<file path="src/rtl/csr_bus_if.sv">
// Register-side bus between the APB4 bridge (master) and a register block (slave).
// Handshake: bus_req is held high with stable fields until the slave pulses
// bus_ready for one cycle; bus_rd_data/bus_err are meaningful only on that cycle.
interface csr_bus_if #(
    parameter int ADDR_WIDTH = 4,
    parameter int DATA_WIDTH = 32
);
    logic                      bus_req;
    logic                      bus_req_is_wr;
    logic [ADDR_WIDTH-1:0]     bus_addr;
    logic [DATA_WIDTH-1:0]     bus_wr_data;
    logic [DATA_WIDTH/8-1:0]   bus_wr_biten;
    logic                      bus_ready;
    logic [DATA_WIDTH-1:0]     bus_rd_data;
    logic                      bus_err;

    modport master (
        output bus_req, bus_req_is_wr, bus_addr, bus_wr_data, bus_wr_biten,
        input  bus_ready, bus_rd_data, bus_err
    );

    modport slave (
        input  bus_req, bus_req_is_wr, bus_addr, bus_wr_data, bus_wr_biten,
        output bus_ready, bus_rd_data, bus_err
    );
endinterface

</file>
<file path="src/rtl/csr_regblock.sv">
// Four-CSR register bank (CTRL, STATUS, IRQ_STAT W1C, IRQ_EN) behind the bridge's
// register bus, with a registered level interrupt and optional response wait states.
module csr_regblock #(
    parameter int ADDR_WIDTH  = 4,
    parameter int DATA_WIDTH  = 32,
    parameter int WAIT_CYCLES = 0
) (
    input  logic                  clk,
    input  logic                  rst,
    csr_bus_if.slave              bus,
    input  logic [DATA_WIDTH-1:0] hw_status,
    input  logic [DATA_WIDTH-1:0] hw_irq_set,
    output logic [DATA_WIDTH-1:0] ctrl_out,
    output logic                  irq,
    output logic [1:0]            state_dbg
);
    localparam logic [1:0] S_IDLE = 2'd0;
    localparam logic [1:0] S_WAIT = 2'd1;
    localparam logic [1:0] S_RESP = 2'd2;

    localparam logic [3:0] WAIT_LOAD = (WAIT_CYCLES > 0) ? 4'(WAIT_CYCLES - 1) : 4'd0;

    localparam logic [1:0] OFF_CTRL   = 2'd0;
    localparam logic [1:0] OFF_STATUS = 2'd1;
    localparam logic [1:0] OFF_STAT   = 2'd2;
    localparam logic [1:0] OFF_EN     = 2'd3;

    logic [1:0]            state_q;
    logic [3:0]            wait_cnt_q;
    logic [DATA_WIDTH-1:0] ctrl_q;
    logic [DATA_WIDTH-1:0] irq_stat_q;
    logic [DATA_WIDTH-1:0] irq_en_q;
    logic                  irq_q;
    logic [DATA_WIDTH-1:0] rd_data_q;
    logic                  err_q;

    logic                  accept;
    logic [1:0]            reg_off;
    logic                  acc_err;
    logic                  wr_ok;
    logic [DATA_WIDTH-1:0] be_mask;
    logic [DATA_WIDTH-1:0] w1c_clr;
    logic [DATA_WIDTH-1:0] rd_mux;

    // Only bits [3:0] decode; anything above aliases onto the same four registers.
    assign accept  = (state_q == S_IDLE) && bus.bus_req;
    assign reg_off = bus.bus_addr[3:2];
    assign acc_err = (bus.bus_addr[1:0] != 2'b00) ||
                     (bus.bus_req_is_wr && (reg_off == OFF_STATUS));
    assign wr_ok   = accept && bus.bus_req_is_wr && !acc_err;

    always_comb begin
        be_mask = '0;
        for (int k = 0; k < DATA_WIDTH/8; k++) begin
            be_mask[k*8 +: 8] = {8{bus.bus_wr_biten[k]}};
        end
    end

    assign w1c_clr = (wr_ok && (reg_off == OFF_STAT)) ? (bus.bus_wr_data & be_mask) : '0;

    always_comb begin
        rd_mux = '0;
        if (!bus.bus_req_is_wr && !acc_err) begin
            case (reg_off)
                OFF_CTRL:   rd_mux = ctrl_q;
                OFF_STATUS: rd_mux = hw_status;
                OFF_STAT:   rd_mux = irq_stat_q;
                default:    rd_mux = irq_en_q;
            endcase
        end
    end

    always_ff @(posedge clk) begin
        if (rst) begin
            state_q    <= S_IDLE;
            wait_cnt_q <= '0;
            ctrl_q     <= '0;
            irq_stat_q <= '0;
            irq_en_q   <= '0;
            irq_q      <= 1'b0;
            rd_data_q  <= '0;
            err_q      <= 1'b0;
        end else begin
            // Hardware set is OR-ed in after the clear so it wins on a collision.
            irq_stat_q <= (irq_stat_q & ~w1c_clr) | hw_irq_set;
            irq_q      <= |(irq_stat_q & irq_en_q);

            case (state_q)
                S_IDLE: begin
                    if (accept) begin
                        rd_data_q <= rd_mux;
                        err_q     <= acc_err;
                        if (wr_ok && (reg_off == OFF_CTRL)) begin
                            ctrl_q <= (ctrl_q & ~be_mask) | (bus.bus_wr_data & be_mask);
                        end
                        if (wr_ok && (reg_off == OFF_EN)) begin
                            irq_en_q <= (irq_en_q & ~be_mask) | (bus.bus_wr_data & be_mask);
                        end
                        if (WAIT_CYCLES > 0) begin
                            state_q    <= S_WAIT;
                            wait_cnt_q <= WAIT_LOAD;
                        end else begin
                            state_q <= S_RESP;
                        end
                    end
                end
                S_WAIT: begin
                    if (wait_cnt_q == 4'd0) begin
                        state_q <= S_RESP;
                    end else begin
                        wait_cnt_q <= wait_cnt_q - 4'd1;
                    end
                end
                // bus_req is still high here; returning to IDLE without accepting
                // keeps the same request from executing twice.
                S_RESP:  state_q <= S_IDLE;
                default: state_q <= S_IDLE;
            endcase
        end
    end

    assign bus.bus_ready   = (state_q == S_RESP);
    assign bus.bus_rd_data = (state_q == S_RESP) ? rd_data_q : '0;
    assign bus.bus_err     = (state_q == S_RESP) ? err_q : 1'b0;
    assign ctrl_out        = ctrl_q;
    assign irq             = irq_q;
    assign state_dbg       = state_q;
endmodule

</file>
<file path="src/flat_wrapper.sv">
// flat-port wrapper written by rule: the top's interface ports become plain ports
module csr_regblock_flat 
#(
    parameter int ADDR_WIDTH  = 4,
    parameter int DATA_WIDTH  = 32,
    parameter int WAIT_CYCLES = 0
)
  (clk, rst, hw_status, hw_irq_set, ctrl_out, irq, state_dbg, bus_bus_req, bus_bus_req_is_wr, bus_bus_addr, bus_bus_wr_data, bus_bus_wr_biten, bus_bus_ready, bus_bus_rd_data, bus_bus_err);
  csr_bus_if #(.ADDR_WIDTH(ADDR_WIDTH), .DATA_WIDTH(DATA_WIDTH)) bus_i ();
  input  logic clk;
  input  logic rst;
  input  logic [DATA_WIDTH-1:0] hw_status;
  input  logic [DATA_WIDTH-1:0] hw_irq_set;
  output logic [DATA_WIDTH-1:0] ctrl_out;
  output logic irq;
  output logic [1:0] state_dbg;
  input wire logic [$bits(bus_i.bus_req)-1:0] bus_bus_req;
  input wire logic [$bits(bus_i.bus_req_is_wr)-1:0] bus_bus_req_is_wr;
  input wire logic [$bits(bus_i.bus_addr)-1:0] bus_bus_addr;
  input wire logic [$bits(bus_i.bus_wr_data)-1:0] bus_bus_wr_data;
  input wire logic [$bits(bus_i.bus_wr_biten)-1:0] bus_bus_wr_biten;
  output wire logic [$bits(bus_i.bus_ready)-1:0] bus_bus_ready;
  output wire logic [$bits(bus_i.bus_rd_data)-1:0] bus_bus_rd_data;
  output wire logic [$bits(bus_i.bus_err)-1:0] bus_bus_err;
  assign bus_i.bus_req = bus_bus_req;
  assign bus_i.bus_req_is_wr = bus_bus_req_is_wr;
  assign bus_i.bus_addr = bus_bus_addr;
  assign bus_i.bus_wr_data = bus_bus_wr_data;
  assign bus_i.bus_wr_biten = bus_bus_wr_biten;
  assign bus_bus_ready = bus_i.bus_ready;
  assign bus_bus_rd_data = bus_i.bus_rd_data;
  assign bus_bus_err = bus_i.bus_err;
  csr_regblock #(.ADDR_WIDTH(ADDR_WIDTH), .DATA_WIDTH(DATA_WIDTH), .WAIT_CYCLES(WAIT_CYCLES)) u_core (.clk(clk), .rst(rst), .bus(bus_i), .hw_status(hw_status), .hw_irq_set(hw_irq_set), .ctrl_out(ctrl_out), .irq(irq), .state_dbg(state_dbg));
endmodule
</file>
<file path="config.mk">
export PLATFORM = sky130hd
export DESIGN_NAME = csr_regblock_flat
export DESIGN_NICKNAME = d
export VERILOG_FILES = /design/src/rtl/csr_bus_if.sv /design/src/rtl/csr_regblock.sv /design/src/flat_wrapper.sv
export SDC_FILE = /design/constraint.sdc
export NUM_CORES = 1
export LEC_CHECK = 0
export CORE_MARGIN = 3
export CORE_UTILIZATION = 35
export CTS_BUF_LIST = sky130_fd_sc_hd__clkbuf_4 sky130_fd_sc_hd__clkbuf_8
export DETAILED_ROUTE_END_ITERATION = 10
export PLACE_DENSITY = 0.58
export SYNTH_ARGS = -nofsm -noshare
export SYNTH_HDL_FRONTEND = slang
export SYNTH_SLANG_ARGS = --single-unit
</file>
<file path="constraint.sdc">
create_clock -name clk -period 2.84 [get_ports clk]
set_input_delay 0.852 -clock clk [delete_from_list [all_inputs] [get_ports clk]]
set_output_delay 0.852 -clock clk [all_outputs]
set_load 0.02 [all_outputs]
</file>
# == Yosys cells after proc, flatten, opt, wreduce, memory -nomap -nowiden ==
# Index checks and enable logic that the tools add are counted.
# classes
addsub,1
eq_ne,7
n_mux,8
n_bitwise,11
n_reduce_logical,21
# op_table
op,n
32-bit AND,5
32-bit 2-to-1 mux,3
32-bit OR,3
32-bit case mux with 3 select lines,1
32-bit inverter,2
32-bit OR reduction,1
1-bit logical AND,8
2-bit == test (second input constant),3
2-bit AND reduction,3
3-bit AND reduction,2
2-bit by 1-bit == test with 1-bit output (second input constant),2
2-bit zero test,2
4-bit zero test,1
2-bit 2-to-1 mux,2
2-bit by 1-bit != test with 1-bit output (second input constant),2
2-bit case mux with 2 select lines,1
4-bit by 1-bit subtractor with 4-bit output (second input constant),1
1-bit zero test,2
2-bit nonzero test,1
1-bit logical OR,1
1-bit 2-to-1 mux,1
1-bit inverter,1
# word_totals
reg_bits,136
output_inout_bits,69

# == Logic depth before layout (Yosys ltp) ==
# Gate-level depths: netlist (run 1).
# logic_depth
depth_word,10
mapped_depth,7
ltp_nobuf,3

# == Worst setup path after synthesis (run 1) ==
# Ideal clock, no wire load.
# synth_path
kind,input to register
startpoint,input port bus_bus_addr[3]
endpoint,register u_core.rd_data_q[11]
setup_ps,128
t_arrival_ps,2209
required_ps,2712
setup_slack_ps,503
path_stages,5
n_path_buf,2
path_cell_list,clkbuf_1 -> buf_2 -> mux4_2 -> a32oi_1 -> nor2_1
# synth_between
elab_chain_cells,6
elab_cells_between_ends,9
classes_between,eq/ne: 2; mux: 2; reduce/logical: 5
# synth_rtl
element,line,source
"start, declared",flat_wrapper.sv:19,input wire logic [$bits(bus_i.bus_addr)-1:0] bus_bus_addr;
2-bit by 1-bit == test with 1-bit output,"csr_regblock.sv:49, csr_regblock.sv:64",
1-bit logical AND,csr_regblock.sv:49,(bus.bus_req_is_wr && (reg_off == OFF_STATUS));
1-bit logical OR,csr_regblock.sv:48,assign acc_err = (bus.bus_addr[1:0] != 2'b00) ||
1-bit zero test,csr_regblock.sv:63,if (!bus.bus_req_is_wr && !acc_err) begin
1-bit logical AND,csr_regblock.sv:63,
32-bit 2-to-1 mux *,csr_regblock.sv:63,
"end signal, assigned",csr_regblock.sv:91,rd_data_q <= rd_mux;
"end, declared",csr_regblock.sv:34,logic [DATA_WIDTH-1:0] rd_data_q;
# Mark *: on every way between the ends. The rest lies on a longest branch, timed or not.
# A chain may end at the register's enable or synchronous reset.

# == Final worst setup path (run 1) ==
# layout_path
startpoint,"register u_core.state_q[1], in the netlist u_core.state_dbg[1]"
endpoint,output port bus_bus_rd_data[1]
# layout_between
elab_chain_cells,2
# layout_rtl
element,line,source
"start, declared",csr_regblock.sv:28,logic [1:0] state_q;
"start signal, assigned",csr_regblock.sv:75,state_q <= S_IDLE;
"start signal, assigned",csr_regblock.sv:100,state_q <= S_WAIT;
"start signal, assigned",csr_regblock.sv:103,state_q <= S_RESP;
2-bit == test,csr_regblock.sv:123,assign bus.bus_rd_data = (state_q == S_RESP) ? rd_data_q : '0;
32-bit 2-to-1 mux,csr_regblock.sv:123,
"end, declared",flat_wrapper.sv:23,output wire logic [$bits(bus_i.bus_rd_data)-1:0] bus_bus_rd_data;
# Every way passes these cells.

==> results of run 1 <==
==> power groups by stage <==
| stage | clock, W | combinational [W] | sequential (W) |
|---|---|---|---|
| 6_report | 0.00156 | 0.000550 | 0.00192 |
| 5_1_grt | 0.00166 | 0.000589 | 0.00192 |
| 4_1_cts | 0.00158 | 0.000547 | 0.00192 |
| 3_5_place_dp | 0 | 0.000544 | 0.00196 |
| 3_3_place_gp | 0 | 0.000537 | 0.00196 |
| 2_1_floorplan | 0 | 0.000256 | 0.00194 |
==> critical path, delay by kind of cell (launching register included) <==
family / cells / cell delay [ns]
flops: 1 / 0.35
simple gates: 1 / 0.20
buf+inv: 2 / 0.85
==> per-stage QoR <==
| step | std cells | power (W) | hold slack (ns) |
|---|---|---|---|
| final | 1065 | 0.00403 | 0.479 |
| after global routing | 1065 | 0.00418 | 0.511 |
| after CTS | 1065 | 0.00405 | 0.479 |
| after detailed placement | 1033 | 0.00251 | 0.467 |
| after global placement | 1033 | 0.00250 | 0.459 |
| after floorplan | 673 | 0.00220 | 0.441 |
==> final cells by class <==
type | count | area share
inverter | 35 | 0.0151
timing repair buffer | 207 | 0.237
clock buffer | 21 | 0.0317
tap | 225 | 0.0323
clock inverter | 11 | 0.0126
sequential | 131 | 0.301
multi-input combinational | 435 | 0.370
==> cell families (layout without fill, tap and decap cells) <==
kind of cell / after synthesis / count (layout) / share of synthesized area
compound gates: 210 / 210 / 0.226
simple gates: 192 / 192 / 0.171
buf+inv: 107 / 274 / 0.0696
other cells: 1 / 1 / 0.000598
flops: 131 / 131 / 0.418
mux: 32 / 32 / 0.115
==> path summary, 6_finish.rpt <==
check | slack, ns | cells past startpoint | startpoint | end
max | 0.15 | 3 | u_core.state_dbg[1]$_SDFFE_PP0P_ | bus_bus_rd_data[1]
min | 0.48 | 2 | u_core.err_q$_SDFFE_PP0P_ | u_core.err_q$_SDFFE_PP0P_
min reg2reg | 0.48 | 2 | u_core.err_q$_SDFFE_PP0P_ | u_core.err_q$_SDFFE_PP0P_
max reg2reg | 0.71 | 6 | u_core.state_dbg[1]$_SDFFE_PP0P_ | u_core.irq_stat_q[6]$_SDFF_PP0_
==> routing by layer <==
| metal | routed length [um] | global-route usage | share of wire | up-vias |
|---|---|---|---|---|
| met2 | 10800 | 0.372 | 0.47 | 310 |
| li1 | - | - | - | 2880 |
| met1 | 9980 | 0.318 | 0.44 | 3057 |
| met5 | 0 | 0 | 0 | - |
| met3 | 1560 | 0.0488 | 0.068 | 33 |
| met4 | 439 | 0.0719 | 0.019 | 0 |
==> Yosys cell counts <==
cell type / number / share of area
dfxtp_1: 131 / 0.42
nor2_1: 66 / 0.039
a21oi_1: 64 / 0.051
clkbuf_1: 57 / 0.034
nand4_1: 40 / 0.040
inv_1: 35 / 0.021
and2_1: 33 / 0.033
a311oi_1: 32 / 0.045
a32oi_1: 32 / 0.045
mux4_2: 32 / 0.11
nand3_1: 32 / 0.026
o21ai_0: 32 / 0.026
o31ai_1: 32 / 0.038
a22oi_1: 16 / 0.019
buf_2: 9 / 0.0072
and2_0: 4 / 0.0040
and4_1: 4 / 0.0056
nand2_1: 4 / 0.0024
nor4b_4: 3 / 0.011
buf_4: 2 / 0.0024
buf_6: 2 / 0.0036
nor4b_2: 2 / 0.0048
a221oi_1: 1 / 0.0014
buf_1: 1 / 0.00060
clkbuf_2: 1 / 0.00080
conb_1: 1 / 0.00060
nand2b_1: 1 / 0.0010
nand3b_1: 1 / 0.0012
o41a_1: 1 / 0.0018
or2_2: 1 / 0.0010
or4b_1: 1 / 0.0016
==> cell usage in the layout (no fill, tap or decap), types with 32 or more instances in the layout <==
| cell | synthesis | final |
|---|---|---|
| o31ai_1 | 32 | 32 |
| clkdlybuf4s50_1 | 0 | 172 |
| a32oi_1 | 32 | 32 |
| dfxtp_1 | 131 | 131 |
| and2_1 | 33 | 33 |
| nor2_1 | 66 | 65 |
| a311oi_1 | 32 | 32 |
| mux4_2 | 32 | 32 |
| o21ai_0 | 32 | 32 |
| inv_1 | 35 | 35 |
| nand3_1 | 32 | 32 |
| a21oi_1 | 64 | 64 |
| nand4_1 | 40 | 40 |
==> impl_metrics.toml, run 1 <==
[timing]
hold_viol = 0
skew_ns = 0.00819
slew_headroom = 0.479
period_minus_slack_ns = 2.69
slew_violations = 0
fmax_mhz = 372
fin_ws_ns = 0.150
grt_setup_unrepaired = "false"
setup_tns_ns = 0
worst_pin_slew_ns = 0.780
setup_viol = 0
period_share = 0.947

[yosys]
synth_seq_cells = 131
synthCells = 673
synth.net_count = 781
ys_types = 31
netlist_area_um2 = 6280
avgSynthCellArea_um2 = 9.33
ys_seq_area_frac = 0.418
ys_warn_count = 0

[power_and_ir_drop]
seqPwrFrac = 0.477
pwr-share-clk = 0.386
intPower_w = 0.00298
p_per_area_nw_per_um2 = 462
p_comb_frac = 0.137
p_sw_w = 0.00105
ir_drop_mv = 0.347
switching_share = 0.260
p_leak_nw = 3.04

[global_routing]
grt_antenna_before_repair = 0
grt_pass1_vias = 6368
grt_max_degree = 52
grt_use_total = 0.233
grt_pass1_wl_um = 36200
grt.overflow.total = 0

[die]
row_count = 48
fp.dieArea_um2 = 19600
dieWidth_um = 140
ios = 177
start_util = 0.360
die_h_um = 140
core-area_um2 = 17400

[outcome]
outcome = "finished clean"

[place]
dp_hpwl_um = 16500
post_dp_cell_area_um2 = 8330
place_worst_setup_slack_ns = -0.0744
finalWeightedCongestion = 0.859
portBuffers = 175

[setup_path]
start_kind = "register"
worstSetupPathType = "reg2out"
required_ns = 1.99
cp_max_fo = 24
cp-end-kind = "primary output"
worstPathArrival_ns = 1.84
cp_cell_sequence = "buf_6 > and2_1 > clkdlybuf4s50_1"
crit_slowest_cell = "clkdlybuf4s50_1"
max_stage_delay_ns = 0.62

[min_path]
hold_class = "reg2reg"

[flow_run]
maxCapViolCount = 0

[clock_network]
cts_inserted_buffers = 17
clk_latency_ns = 0.45
post_cts_resized = 0
clkSlewWorstSetupHoldPaths_ns = 0.07
cts_tree = "yes"
ctsLongestPathBuffers = 2
cts_sinks = 131
holdBufCountCts = 0
post-cts-setup-buffer-count = 0
cts-root-buf = "clkbuf_8"
htreeDepth = 4

[route]
drc_errors = 0
routed_wirelength_um = 22700
route.detailed.vias_per_inst = 5.90
wl_per_cell_um = 21.4
postRouteAntennaNets = 0
dr.pass1.iters = 5
drtIter0Drc = 623
vias = 6280

[finish]
area_growth_pct = 39.0
final_area_um2 = 8720
num_antenna_cells = 0
layout.nets = 935
utilization = 0.501
drive_gt1_frac = 0.127
seq_area_um2 = 2620
multi_input_area_um2 = 3230
nFillCells = 1632
Power figures use the tool's default switching activity.
==> run 2: changes to the inputs <==
--- a/config.mk
+++ b/config.mk
@@ -5,7 +5,7 @@
 export SDC_FILE = /design/constraint.sdc
 export NUM_CORES = 1
 export LEC_CHECK = 0
-export CORE_MARGIN = 3
+export CORE_MARGIN = 2
 export CORE_UTILIZATION = 35
 export CTS_BUF_LIST = sky130_fd_sc_hd__clkbuf_4 sky130_fd_sc_hd__clkbuf_8
 export DETAILED_ROUTE_END_ITERATION = 10
==> impl_metrics.toml, run 2 (synthesized netlist as in run 1, its figures left out) <==
[outcome]
outcome = "finished clean"

[die]
start_util = 0.360
row_count = 48
fp.dieArea_um2 = 19000
die_h_um = 138
ios = 177
dieWidth_um = 138
core-area_um2 = 17400

[power_and_ir_drop]
ir_drop_mv = 0.303
p_total_w = 0.00394
p_per_area_nw_per_um2 = 451
p_leak_nw = 3.04

[timing]
slew_headroom = 0.605
hold_slack_ns = 0.483
setup_tns_ns = 0
grt_setup_unrepaired = "false"
skew_ns = 0.00871
fmax_mhz = 374
period_share = 0.942
hold_viol = 0
worst_pin_slew_ns = 0.593
setup_viol = 0
slew_violations = 0
period_minus_slack_ns = 2.68

[clock_network]
clk_latency_ns = 0.46
cts_tree = "yes"
ctsLongestPathBuffers = 2
htreeDepth = 4
holdBufCountCts = 0
clkSlewWorstSetupHoldPaths_ns = 0.07
cts_inserted_buffers = 17
cts_sinks = 131
post-cts-setup-buffer-count = 0
cts-root-buf = "clkbuf_8"
post_cts_resized = 0

[route]
drc_errors = 0
wl_per_cell_um = 21.6
route.detailed.vias_per_inst = 5.88
vias = 6246
drtIter0Drc = 493
routed_wirelength_um = 23000
postRouteAntennaNets = 0
dr.pass1.iters = 5

[setup_path]
worstSetupPathType = "reg2out"
cpLargestDelayFamily = "buffers and inverters"
critPathLaunch = "u_core.state_dbg[1]$_SDFFE_PP0P_"
cp_cell_sequence = "buf_6 > and2_1 > clkdlybuf4s50_1"
cp-end-kind = "primary output"
worstRegToRegCells = 6
crit_slowest_cell = "clkdlybuf4s50_1"
worstPathArrival_ns = 1.82
required_ns = 1.99
max_stage_delay_ns = 0.64
crit_buf_inv = 2
r2r-start = "u_core.state_dbg[1]$_SDFFE_PP0P_"
worst-r2r-setup-slack_ns = 0.64
cp_max_fo = 24
start_kind = "register"

[global_routing]
grt_use_total = 0.246
grt_pass1_vias = 6113
grt_max_degree = 53
grt_pass1_wl_um = 35100
grt.overflow.total = 0
grt_antenna_before_repair = 1

[place]
finalWeightedCongestion = 0.865
dp.cells = 1034
dp_hpwl_um = 16400
portBuffers = 175

[finish]
layout_commonest_cell = "clkdlybuf4s50_1"
utilization = 0.502
drive_gt1_frac = 0.125
mostFrequentLayoutCells = "clkdlybuf4s50_1, dfxtp_1, nor2_1"
fin_cells = 1063
num_antenna_cells = 0
layout.nets = 936
area_growth_pct = 39.3

[min_path]
min_to = "u_core.rd_data_q[19]$_SDFFE_PP0P_"
hold_class = "reg2reg"
hold_start = "u_core.rd_data_q[19]$_SDFFE_PP0P_"
min_path_cells = 2

[flow_run]
maxCapViolCount = 0
run 2: worst max path at each step:
stage,slack [ns],endpoint,cells past startpoint
global route,0.06,bus_bus_rd_data[1],3
finish,0.16,bus_bus_rd_data[1],3
detailed placement,-0.13,u_core.irq_stat_q[3]$_SDFF_PP0_,6
floorplan,0.50,u_core.rd_data_q[11]$_SDFFE_PP0P_,5
global placement,-0.08,u_core.irq_stat_q[3]$_SDFF_PP0_,6
CTS,0.05,bus_bus_rd_data[1],3
run 2: metal layers:
layer | vias to the layer above | track usage | routed length (um)
li1 | 2870 | - | -
met1 | 3050 | 0.336 | 9930
met2 | 284 | 0.394 | 11000
met3 | 40 | 0.0428 | 1470
met4 | 2 | 0.0839 | 572
met5 | - | 0 | 13
run 2: area by class of cell:
cell class	count	area [um2]
Timing Repair Buffer	208	2120
Multi-Input combinational cell	435	3230
Inverter	35	131
Sequential cell	131	2620
Fill cell	1621	8680
Clock buffer	25	338
Tap cell	225	282
Clock inverter	4	22.5
run 2: report_power, final:
group | switching (W) | internal, W | total (W) | leakage, nW
logic | 0.000281 | 0.000276 | 0.000557 | 1.79
clock network | 0.000703 | 0.000758 | 0.00146 | 0.189
registers | 0.0000437 | 0.00188 | 0.00192 | 1.07
total | 0.00103 | 0.00291 | 0.00394 | 3.04
run 2: tightest hold or removal path, stage by stage, from the launching register on:
cell and delay, ns:
dfxtp_1 0.32, a32oi_1 0.05, nor2_1 0.07
run 2: through the flow:
stage / setup WS (ns) / cell area (um2)
after global placement: -0.0775 / 8380
after detailed placement: -0.134 / 8380
final: 0.164 / 8740
after CTS: 0.0521 / 8740
after global routing: 0.0590 / 8740
after floorplan: 0.503 / 6280
